<file path="config.mk">
export PLATFORM = sky130hd
export DESIGN_NAME = register_bank_arbiter
export DESIGN_NICKNAME = d
export VERILOG_FILES = /design/src/rtl/register_bank_arbiter.sv
export SDC_FILE = /design/constraint.sdc
export NUM_CORES = 1
export LEC_CHECK = 0
export ABC_AREA = 1
export BUFFER_PORTS_ARGS = -buffer_cell sky130_fd_sc_hd__buf_4
export CORE_UTILIZATION = 44
export DETAILED_ROUTE_END_ITERATION = 12
export PLACE_DENSITY = 0.75
export SETUP_SLACK_MARGIN = 0.5
export SYNTH_ARGS = -nofsm -noshare
export SYNTH_HDL_FRONTEND = slang
export SYNTH_SLANG_ARGS = --single-unit
</file>
<file path="constraint.sdc">
create_clock -name Clock -period 1.8 [get_ports Clock]
set_clock_uncertainty 0.05 [all_clocks]
set_input_delay 0.09 -clock Clock [delete_from_list [all_inputs] [get_ports Clock]]
set_output_delay 0.09 -clock Clock [all_outputs]
set_load 0.01 [all_outputs]
</file>
<file path="src/rtl/register_bank_arbiter.sv">
// Round-robin sequencer sharing a tri-stated register bank between
// the CPU core (M0) and the debug/loader port (M1).
module register_bank_arbiter #(
  parameter int NrOfRegs = 8,
  parameter int NrOfBits = 8,
  parameter int AddrBits = 3
) (
  input  logic                Clock,
  input  logic                Reset,
  input  logic                Tick,
  input  logic                m0_req,
  input  logic                m1_req,
  input  logic                m0_we,
  input  logic                m1_we,
  input  logic [AddrBits-1:0] m0_addr,
  input  logic [AddrBits-1:0] m1_addr,
  input  logic [NrOfBits-1:0] m0_wdata,
  input  logic [NrOfBits-1:0] m1_wdata,
  output logic                m0_ready,
  output logic                m1_ready,
  output logic                m0_rsp,
  output logic                m1_rsp,
  output logic                rsp_err,
  output logic [NrOfBits-1:0] rsp_rdata,
  output logic [NrOfRegs-1:0] reg_load,
  output logic [NrOfRegs-1:0] reg_cs,
  output logic [NrOfBits-1:0] bus_wdata,
  input  logic [NrOfBits-1:0] bus_rdata
);

  localparam logic [AddrBits:0] NREGS = NrOfRegs[AddrBits:0];

  typedef enum logic [1:0] {
    IDLE,
    EXEC,
    RESP
  } state_t;

  typedef struct packed {
    logic                owner;
    logic                we;
    logic                err;
    logic [AddrBits-1:0] addr;
    logic [NrOfBits-1:0] wdata;
  } op_t;

  state_t state_q, state_d;
  op_t    op_q, op_d;

  // rr_q = 1 means M1 won the last grant
  logic rr_q, rr_d;

  logic [NrOfRegs-1:0] load_q, load_d;
  logic [NrOfRegs-1:0] cs_q, cs_d;
  logic [NrOfBits-1:0] wd_q, wd_d;
  logic [NrOfBits-1:0] rd_q, rd_d;
  logic rsp0_q, rsp0_d;
  logic rsp1_q, rsp1_d;
  logic err_q, err_d;

  logic                gnt_ok;
  logic                gnt0;
  logic                gnt1;
  logic                nx_we;
  logic [AddrBits-1:0] nx_addr;
  logic [NrOfBits-1:0] nx_wdata;
  logic                nx_inr;
  logic [NrOfRegs-1:0] nx_sel;

  assign gnt_ok = (state_q == IDLE) & Tick & Reset;
  assign gnt0   = gnt_ok & m0_req & (~m1_req | rr_q);
  assign gnt1   = gnt_ok & m1_req & (~m0_req | ~rr_q);

  assign nx_we    = gnt1 ? m1_we    : m0_we;
  assign nx_addr  = gnt1 ? m1_addr  : m0_addr;
  assign nx_wdata = gnt1 ? m1_wdata : m0_wdata;
  assign nx_inr   = {1'b0, nx_addr} < NREGS;
  assign nx_sel   = NrOfRegs'(1) << nx_addr;

  always_comb begin
    state_d = state_q;
    op_d    = op_q;
    rr_d    = rr_q;
    load_d  = load_q;
    cs_d    = cs_q;
    wd_d    = wd_q;
    rd_d    = rd_q;
    rsp0_d  = rsp0_q;
    rsp1_d  = rsp1_q;
    err_d   = err_q;
    if (Tick) begin
      unique case (state_q)
        IDLE: begin
          if (gnt0 | gnt1) begin
            op_d.owner = gnt1;
            op_d.we    = nx_we;
            op_d.err   = ~nx_inr;
            op_d.addr  = nx_addr;
            op_d.wdata = nx_wdata;
            rr_d       = gnt1;
            state_d    = EXEC;
            if (nx_inr && nx_we) begin
              load_d = nx_sel;
              wd_d   = nx_wdata;
            end else if (nx_inr) begin
              cs_d = ~nx_sel;
            end
          end
        end
        EXEC: begin
          load_d  = '0;
          cs_d    = '1;
          wd_d    = '0;
          rsp0_d  = ~op_q.owner;
          rsp1_d  = op_q.owner;
          err_d   = op_q.err;
          rd_d    = (!op_q.we && !op_q.err) ? bus_rdata : '0;
          state_d = RESP;
        end
        RESP: begin
          rsp0_d  = 1'b0;
          rsp1_d  = 1'b0;
          err_d   = 1'b0;
          rd_d    = '0;
          state_d = IDLE;
        end
        default: state_d = IDLE;
      endcase
    end
  end

  always_ff @(posedge Clock) begin
    if (!Reset) begin
      state_q <= IDLE;
      op_q    <= '0;
      rr_q    <= 1'b1;
      load_q  <= '0;
      cs_q    <= '1;
      wd_q    <= '0;
      rd_q    <= '0;
      rsp0_q  <= 1'b0;
      rsp1_q  <= 1'b0;
      err_q   <= 1'b0;
    end else begin
      state_q <= state_d;
      op_q    <= op_d;
      rr_q    <= rr_d;
      load_q  <= load_d;
      cs_q    <= cs_d;
      wd_q    <= wd_d;
      rd_q    <= rd_d;
      rsp0_q  <= rsp0_d;
      rsp1_q  <= rsp1_d;
      err_q   <= err_d;
    end
  end

  // Strobes are qualified by Tick so a stalled cycle never loads or responds
  assign m0_ready  = gnt0;
  assign m1_ready  = gnt1;
  assign m0_rsp    = rsp0_q & Tick;
  assign m1_rsp    = rsp1_q & Tick;
  assign rsp_err   = err_q;
  assign rsp_rdata = rd_q;
  assign reg_load  = load_q & {NrOfRegs{Tick}};
  assign reg_cs    = cs_q;
  assign bus_wdata = wd_q;

endmodule
</file>
==> results of run 1 <==
## registers in the layout, summed over array words and instances, names as in the netlist
name / cells
bus_wdata: 8
load_q: 8
reg_cs: 8
rsp_rdata: 8
op_q: 2
state_q: 2
rr_q: 1
rsp0_q: 1
rsp1_q: 1
## path summary, 6_finish.rpt
check,startpoint,end
setup / recovery,state_q[1],reg_cs[5]
hold reg to reg,reg_cs[7],reg_cs[7]
hold / removal,bus_rdata[5],rsp_rdata[5]
setup reg to reg,state_q[1],reg_cs[5]
## cell families after synthesis
family / Yosys count
buffers and inverters: 49
AOI/OAI and AO/OA: 33
other: 1
adders and majority gates: 4
and+or+nand+nor: 181
DFF: 39
## where the power goes
part	internal, W	switching, W
Sequential	0.000969	0.0000544
Combinational	0.000451	0.000585
Clock	0.000265	0.000307
## metal layers
metal	track usage (%)	wire length, um	vias to the layer above
met5	0	0	-
met4	8.16	138	0
met3	4.65	303	16
met2	40.1	2830	71
met1	26.3	2230	988
li1	-	-	1118
## repair_timing
item | 4_1_cts | 5_1_grt
endpoints found under the setup margin | 35 | 38
cloned | 3 | 0
gates resized for setup | 41 | 40
pin swaps | 20 | 19
endpoints found under the hold margin | 0 | 0
setup buffers | 3 | 1
hold buffers | 0 | 0
## stage by stage
step,setup TNS [ns],util (%)
floorplan,0,-
finish,0,70.9
global placement,-0.605,61.5
global route,0,70.9
detailed placement,-1.28,61.5
CTS,0,68.2
## layout make-up
type,count,area (sq um)
sequential,39,783
multi-input combinational,222,1280
clock inverter,3,15.0
timing repair buffer,91,727
clock buffer,5,68.8
inverter,36,148
tap,52,65.1
fill,353,1270
## layout by cell type, fill, tap and decap left out, drive strengths merged
cell type	n
inv	36
ha	4
o211ai	1
o31ai	1
o21ai	19
clkinv	3
conb	1
buf	91
a21oi	12
nand2	103
nor2	56
dfxtp	39
nand3	25
clkbuf	5
## worst reg2reg max path, stage by stage, from the launching register on
cell and delay (ns):
dfxtp_2 0.33, inv_2 0.07, ha_4 0.14, nand3_4 0.08, nor2_4 0.19, buf_12 0.15
nand2_4 0.05, nand2_4 0.09, nand2_4 0.08, inv_4 0.10, nand2_1 0.08, nand2_1 0.10
nand3_1 0.07
==> results.md, run 1 <==
* Ys flop type: dfxtp_1
* Max Cap Viol at 0
* Worst path top cell family by delay: simple AND/OR/NAND/NOR gates
* Synth Area in XOR/XNOR at 0%
* Cells after DPL at 433
* Post-synthesis mux area share at 0%
* RSZ-0062 raised after global routing: yes
* Critical-path top delay cell: dfxtp_2
* Via density at around 5
* Avg Cell Area, Syn at 6.48 sq um
* Syn nets at 348
* Cell Count, Final, Fillers Out at 448
* Hold Path Depth at 3
* Synth cell types at 23
* Die W at 69.2 um
* Final period util at 94.9%
* CP Cell Sequence: inv_2 > ha_4 > nand3_4 > nor2_4 > buf_12 > nand2_4 > nand2_4 > nand2_4 > inv_4 > nand2_1 > nand2_1 > nand3_1
* Setup crit start kind: register
* Max Slew Vio Count at 0
* Area leader, netlist: dfxtp_1
* Status: complete, but fails checks
* DRC at 0
* Die H at 69.2 um
* Vias in the first global route at 1984
* Sequential fraction of the synthesis area at 39.3%
* Worst VDD drop at between 500 and 600 uV
* CTS Buf Count at 5
* Synth Instances at around 310
* Adder-Cell Fraction of Synth Area at 2.52%
* Failing checks: hold timing
* Final setup violation count at 0
* RePlAce Congestion at 0.836
* Flop2flop setup slack at between 0.09 and 0.1 ns
* Top cells by area, synth: dfxtp_1 (39%), nand2_1 (19%), nor2_1 (9.3%)
* Largest net degree at the start of global routing at 43
* ANT nets after route at 0
* Most used cell, CP: nand2_4
* TritonCTS clock tree: yes
* Pleak at 1.56 nW
* PD cells at approximately 850 nW/um^2
* DRT Pass-1 Iters at 5
* Critical Path RT at ~1.9 ns
* Core Area at 4350 sq um
* Reg2Reg Depth at 12
* Setup ws final at 0.0923 ns
* Grt ovf at 0
* Post-synthesis compound-gate area fraction at 8.75%
* Synth Register Bits at 39
* Post-synthesis async set-or-reset flop share at 0%
* Fraction of layout cells with a size suffix above 1 at 39.9%
* # IOs at 74
* Final wirelength at 5500 um
* Clock buffer depth at 2
* Number of synthesized flops with an enable pin at 0
* Tot Pwr at 0.00263 W
* Most common cell in the netlist: nand2_1
* CP peak stage delay at 0.33 ns
* Hold Fails Final Rpt at 1
* Critical Path End Type: register
* WL/cell at between 10 and 15 um
* Gr usage total at about 22%
* First-pass GRT wire length at roughly 8700 um
* Crit Path Max Fanout at 7
* Count of nets after finishing at 436
* Depth of the CTS H-tree at 2
* Area Overhead vs Synth at 55.3%
* Vias post-DR at 2193
* Place WS at -0.129 ns
* Worst path bufs/invs at 3
* Fmax at 0.586 GHz
* Clock sink count at 39
* Total Die Area at between 4000 and 5000 sq um
* Design area at 3090 sq um
* PortBufs at slightly above 70
* Rows at 24
* Post-Synth Simple-Gate Area at 38.8%
* Mapped Area at 1990 sq um
* Kind of critical path: reg2reg
* Hold slack at -0.00354 ns
* Initial Util at 45.7%
* Crit path time final at around 1.7 ns
* Clock-pin slew on the worst setup and hold paths at 0.08 ns
* Antenna violations before repair at 0
* CP Depth at 12
* DP Wirelength at 3480 um
* Diodes inserted at 0
* Synth top cells by count: nand2_1 (99), nor2_1 (49), dfxtp_1 (39), inv_1 (33), nand3_1 (21)
* CP arrival at 1.83 ns
* Area after DPL at 2680 sq um
* Post-synth top area share at 39.3%
* Clock Latency Late Sink at 0.29 ns
* Root buffer cell: clkbuf_8
* Main combinational cell family by area after synthesis: simple AND/OR/NAND/NOR gates
* Hold WC Path Type: in2reg
* Ys Warns at 0
* Initial DRC count at 184
No activity file was read; power rests on OpenSTA's default activity.
==> run 2: changes to the inputs <==
--- a/config.mk
+++ b/config.mk
@@ -11,2 +11,3 @@
 export DETAILED_ROUTE_END_ITERATION = 12
+export GPL_ROUTABILITY_DRIVEN = 0
 export PLACE_DENSITY = 0.75
==> constraint.sdc (replaced) <==
create_clock -name Clock -period 1.8 [get_ports Clock]
set_clock_uncertainty 0.05 [all_clocks]
set_input_delay 0.18 -clock Clock [delete_from_list [all_inputs] [get_ports Clock]]
set_output_delay 0.18 -clock Clock [all_outputs]
set_load 0.01 [all_outputs]
==> run 2 against run 1 <==
Against the previous run: the flow now finishes without violations; total power grew 0.78%; combinational power about the same; die area unchanged; worst setup slack worse by 0.023 ns; count of clock-buffer cells in the layout did not move; first-iteration DRC count fell by 1.6%; highest routed layer unchanged; hold slack improved by 0.091 ns; flip-flop and latch count is the same; global-route usage did not move; core utilization up 0.69 points.
==> results.md, run 2 (synthesis gave the netlist of run 1 again) <==
* Place WS at -0.129 ns (unchanged)
* Die W at 69.2 um (unchanged)
* Vias post-DR at 2222 (+1.3%)
* DRT Pass-1 Iters at 4 (-1)
* Worst path top cell family by delay: simple AND/OR/NAND/NOR gates
* Crit Path Max Fanout at 4 (-3)
* TritonCTS clock tree: yes
* Sw Ratio at 36.0% (about the same)
* Critical-path top delay cell: dfxtp_2
* Depth of the CTS H-tree at 2 (unchanged)
* Core Area at 4350 sq um (unchanged)
* Clock power share at 21.6% (about the same)
* DRC at 0 (unchanged)
* Pleak at 1.58 nW (+1.3%)
* Worst VDD drop at 565 uV (-1.7%)
* Count of nets after finishing at 439 (+0.69%)
* Total Die Area at 4790 sq um (unchanged)
* First-pass GRT wire length at 8700 um (unchanged)
* Commonest cells after routing, fill and taps aside: buf_4 (85), nand2_1 (77), nor2_1 (43)
* Commonest non-fill, non-tap cell in the layout: buf_4
* Clock-pin slew on the worst setup and hold paths at 0.08 ns (about the same)
* Net switching power at 0.000954 W (+0.81%)
* Vias in the first global route at 1985 (+0.050%)
* Fmax at 0.578 GHz (-1.3%)
* CTS hold repair buffers at 0 (unchanged)
* Clock sink count at 39 (unchanged)
* Clock Latency Late Sink at 0.29 ns (about the same)
* DP Wirelength at 3480 um (unchanged)
* Die H at 69.2 um (unchanged)
* Clock buffer depth at 2 (unchanged)
* Hold Fails Final Rpt at 0 (-1)
* Grt ovf at 0 (unchanged)
* Root buffer cell: clkbuf_8
* Crit path time final at 1.73 ns (+0.0226 ns)
* PD cells at 851 nW/um^2 (-0.19%)
* Hold WC Path Type: in2reg
* Diodes inserted at 0 (unchanged)
* Area Overhead vs Synth at 56.8%
* WL/cell at 12.7 um (+3.7%)
* Critical Path RT at 1.90 ns (-0.02 ns)
* Fraction of layout cells with a size suffix above 1 at 40.4% (+0.45 points)
* CP arrival at 1.83 ns (about the same)
* Max Slew Vio Count at 0 (unchanged)
* Rows at 24 (unchanged)
* Status: completed
* Initial DRC count at 181 (-1.6%)
* Largest net degree at the start of global routing at 43 (unchanged)
* Final period util at 96.1% (+1.3 points)
* Kind of critical path: reg2reg
* Final wirelength at 5740 um (+4.4%)
* Initial Util at 45.7% (unchanged)
* PortBufs at 72 (unchanged)
* RSZ-0062 raised after global routing: yes
* CP peak stage delay at 0.33 ns (about the same)
* Gr usage total at 22.5% (unchanged)
* Antenna violations before repair at 0 (unchanged)
* Setup crit start kind: register
* Sequential share of power at 38.7% (-0.2 points)
* Fillers at 347 (-1.7%)
* Setup ws final at 0.0697 ns (-0.0226 ns)
* Critical Path End Type: register
* Worst path bufs/invs at 3 (unchanged)
* Final setup violation count at 0 (unchanged)
* Via density at 4.93 (+0.65%)
* CP Cell Sequence: inv_2 > ha_4 > nand3_4 > inv_4 > nand2_4 > buf_6 > nand2_1 > nand2_4 > nor2_4 > nand2_2 > nand2_1 > nand3_1
* CTS Buf Count at 5 (unchanged)
* Max Cap Viol at 0 (unchanged)
* ANT nets after route at 0 (unchanged)
* Hold slack at 0.0872 ns (+0.0907 ns)
* Logic pwr share at 39.8% (+0.4 points)
* # IOs at 74 (unchanged)
* Int Power at 0.00170 W (+0.77%)
## run 2: metal layers
layer  up-vias  GRT usage (%)  wire length, um
li1       1125              -                -
met1       994           26.3             2210
met2        89           40.1             3030
met3        14           4.65              348
met4         0           8.16              157
met5         -              0                0
## run 2: area by class of cell
| cell class | instances | area, sq um | area share [%] |
|---|---|---|---|
| Clock buffer | 5 | 68.8 | 2.21 |
| Clock inverter | 3 | 15.0 | 0.482 |
| Inverter | 36 | 153 | 4.90 |
| Multi-Input combinational cell | 222 | 1270 | 40.9 |
| Sequential cell | 39 | 783 | 25.1 |
| Tap cell | 52 | 65.1 | 2.09 |
| Timing Repair Buffer | 94 | 757 | 24.3 |
## run 2: final timing paths
check,end,slack [ns],startpoint,cells past startpoint
max,reg_cs[0],0.07,state_q[1],12
min reg2reg,reg_cs[7],0.42,reg_cs[7],2
min,rsp_rdata[5],0.09,bus_rdata[5],3
max reg2reg,reg_cs[0],0.07,state_q[1],12
## run 2: metrics by stage
| stage | std cells | power [W] | TNS, ns | utilization (%) | cell area, sq um |
|---|---|---|---|---|---|
| CTS | 448 | 0.00256 | 0 | 68.5 | 2980 |
| global route | 451 | 0.00280 | -0.00982 | 71.6 | 3120 |
| floorplan | 307 | 0.00153 | 0 | - | 2030 |
| global placement | 433 | 0.00183 | -0.605 | 61.5 | 2680 |
| detailed placement | 433 | 0.00184 | -1.28 | 61.5 | 2680 |
| finish | 451 | 0.00265 | 0 | 71.6 | 3120 |
## run 2: power by group through the flow
| stage | sequential, W | combinational [W] | clock, W |
|---|---|---|---|
| 2_1_floorplan | 0.00107 | 0.000465 | 0 |
| 5_1_grt | 0.00104 | 0.00115 | 0.000616 |
| 6_report | 0.00103 | 0.00105 | 0.000572 |
| 3_5_place_dp | 0.00104 | 0.000803 | 0 |
| 3_3_place_gp | 0.00104 | 0.000788 | 0 |
| 4_1_cts | 0.00102 | 0.000956 | 0.000577 |
## run 2: tightest hold or removal path, stage by stage
cell and delay, ns:
buf_4 0.07, nand2_1 0.04, o21ai_1 0.11
## run 2: timing repair
item / in CTS / in global routing
pin swaps: 20 / 21
endpoints found under the setup margin: 35 / 38
resized for setup: 42 / 39
setup buffers: 4 / 3
gates cloned: 3 / 0
==> run 3: changes to the inputs <==
Settings changed: CORE_UTILIZATION 44 to 49, PLACE_DENSITY 0.75 to 0.8.
Clock period 1.8 ns to 1.7 ns, I/O delays scaled along.
==> run 3 against run 2 <==
Against the previous run: flip-flop and latch count is the same; global-route usage grew 4.2 points; core utilization grew 10 points; first-iteration DRC count is 48% lower; largest cell class unchanged; sequential share of layout area is 0.23 points higher; critical path depth is the same; fmax increased by 1.6%; critical path type unchanged; worst setup slack worse by 0.072 ns; clock power is 41% higher; the run now ends with setup timing left; via count rose by 1.2%; total power rose by 11%; non-clock buffer count increased by 1.
==> results.md, run 3 (synthesis gave the netlist of run 1 again) <==
* Logic pwr share at 35.8% (-4.0 points)
* Diodes inserted at 0 (unchanged)
* Depth of the CTS H-tree at 2 (unchanged)
* First-pass GRT wire length at 8800 um (+1.1%)
* Commonest cells after routing, fill and taps aside: nand2_1 (86), buf_4 (86), nor2_1 (44)
* RSZ-0062 raised after global routing: yes
* Vias in the first global route at 2157 (+8.7%)
* Worst VDD drop at 631 uV (+12%)
* Status: complete, but fails checks
* Final wirelength at 5740 um (-0.10%)
* PortBufs at 72 (unchanged)
* Failing checks: setup timing
* Fraction of layout cells with a size suffix above 1 at 40.2% (-0.15 points)
* Total Die Area at 4320 sq um (-9.9%)
* DRC at 0 (unchanged)
* Rows at 22 (-8.3%)
* Kind of critical path: reg2reg
* TritonCTS clock tree: yes
* Int Power at 0.00198 W (+17%)
* Reg2reg end: reg_cs[7]
* Hold path start: bus_rdata[1]
* Clock-pin slew on the worst setup and hold paths at 0.08 ns (about the same)
* Fillers at 243 (-30%)
* Sw Ratio at 32.8% (-3.2 points)
* Sequential share of power at 36.9% (-1.8 points)
* Setup ws final at -0.00231 ns (-0.0720 ns)
* ANT nets after route at 0 (unchanged)
* Max Slew Vio Count at 0 (unchanged)
* Hold Fails Final Rpt at 0 (unchanged)
* DP Wirelength at 3530 um (+1.3%)
* Gr busiest metal: met2
* Clock Latency Late Sink at 0.30 ns (about the same)
* Hold path endpoint: rsp_rdata[1]
* PD cells at 954 nW/um^2 (+12%)
* Critical Path RT at 1.83 ns (-0.07 ns)
* Initial DRC count at 94 (-48%)
* Clock buffer depth at 2 (unchanged)
* Pleak at 1.60 nW (+1.2%)
* Count of nets after finishing at 438 (-0.23%)
* Met3 usage in global routing at 6.77% (+2.1 points)
* Fmax at 0.587 GHz (+1.6%)
* Crit path time final at 1.70 ns (-0.0280 ns)
* Crit Path Max Fanout at 4 (unchanged)
* Net switching power at 0.000967 W (+1.3%)
* Clock sink count at 39 (unchanged)
* Area Overhead vs Synth at 55.3%
* DRT Pass-1 Iters at 5 (+1)
* FF-to-FF Start: state_q[1]
* Reg2Reg Depth at 12 (unchanged)
* Flop2flop setup slack at -0.002 ns (-0.07 ns)
* Via density at 5.04 (+2.3%)
* Root buffer cell: clkbuf_8
* Gr usage total at 26.6% (+4.2 points)
* Met2 usage in global routing at 48.9% (+8.7 points)
* Critical Path End Type: register
* Die H at 65.7 um (-5.1%)
* Tot Pwr at 0.00295 W (+11%)
* Vias post-DR at 2249 (+1.2%)
* Antenna violations before repair at 0 (unchanged)
* Area after DPL at 2620 sq um (-2.1%)
* Initial Util at 52.7% (+7.1 points)
* Largest net degree at the start of global routing at 43 (unchanged)
* Hold WC Path Type: in2reg
* CP arrival at 1.83 ns (about the same)
* Setup crit start kind: register
* Grt ovf at 0 (unchanged)
* WL/cell at 12.9 um (+1.0%)
* Core Area at 3770 sq um (-13%)
* Design area at 3090 sq um (-0.92%)
* # IOs at 74 (unchanged)
* Die W at 65.7 um (-5.1%)
* Met1 Use GR at 28.3% (+2.1 points)
* CTS Buf Count at 5 (unchanged)
* Clock power share at 27.3% (+5.7 points)
* Max Cap Viol at 0 (unchanged)
* CTS hold repair buffers at 0 (unchanged)
* Final setup violation count at 2 (+2)
* Hold slack at 0.0705 ns (-0.0166 ns)
* Hold Path Depth at 3 (unchanged)
* Final period util at 100% (+4.0 points)
-- run 3: cell types whose count changed in the layout (fill, tap and decap cells not counted), sizes merged --
cell | previous run | this run
clkinv | 3 | 1
bufinv | 0 | 1
clkbuf | 5 | 6
buf | 94 | 95
nor2 | 56 | 54
-- run 3: metal layers --
layer | vias up | wire [um]
met5 | - | 0
met4 | 0 | 153
met3 | 19 | 335
met2 | 77 | 3070
met1 | 1033 | 2180
li1 | 1120 | -
-- run 3: area by class of cell --
| cell class | instances | area, sq um | share of cell area, % |
|---|---|---|---|
| Multi-Input combinational cell | 220 | 1200 | 38.9 |
| Clock buffer | 6 | 82.6 | 2.67 |
| Sequential cell | 39 | 783 | 25.4 |
| Clock inverter | 2 | 35.0 | 1.13 |
| Timing Repair Buffer | 95 | 785 | 25.4 |
| Inverter | 36 | 143 | 4.62 |
| Tap cell | 48 | 60.1 | 1.94 |
-- run 3: how the worst max path moves through the flow --
stage | startpoint | endpoint
3_5_place_dp | state_q[1] | reg_cs[0]
3_3_place_gp | state_q[1] | reg_cs[0]
5_1_grt | state_q[1] | reg_cs[7]
4_1_cts | state_q[0] | bus_wdata[0]
2_1_floorplan | state_q[1] | reg_cs[1]
6_report | state_q[1] | reg_cs[7]
-- run 3: repair_timing --
item                                    in CTS  in global routing
endpoints found under the setup margin      40                 41
buffers inserted                            12                  2
gates resized for setup                     44                 22
pin swaps                                   19                 11
gates cloned                                 2                  0
-- run 3: power groups by stage --
stage	registers (W)	logic (W)	clock network (W)
after global routing	0.00110	0.00115	0.000854
final	0.00109	0.00106	0.000805
after CTS	0.00108	0.000983	0.000809
after global placement	0.00110	0.000814	0
after floorplan	0.00113	0.000493	0
after detailed placement	0.00110	0.000829	0
-- run 3: worst max-delay path: stages, from the launching register on --
cell	delay [ns]
dfxtp_2	0.33
inv_2	0.07
ha_4	0.15
nand3_4	0.10
nor2_4	0.19
buf_12	0.14
nand2_2	0.06
nand2_4	0.08
nand2_2	0.09
nor2_2	0.14
inv_1	0.06
nand2_1	0.06
nand3_1	0.07
-- run 3: per-stage QoR --
step                util [%]  setup WS (ns)   TNS, ns  std cells
global route            81.9         -0.101     -1.36        446
detailed placement      69.5        0.00390         0        422
CTS                     79.5         0.0326         0        444
floorplan                  -          0.138         0        307
finish                  81.9       -0.00231  -0.00249        446
global placement        69.5         0.0700         0        422
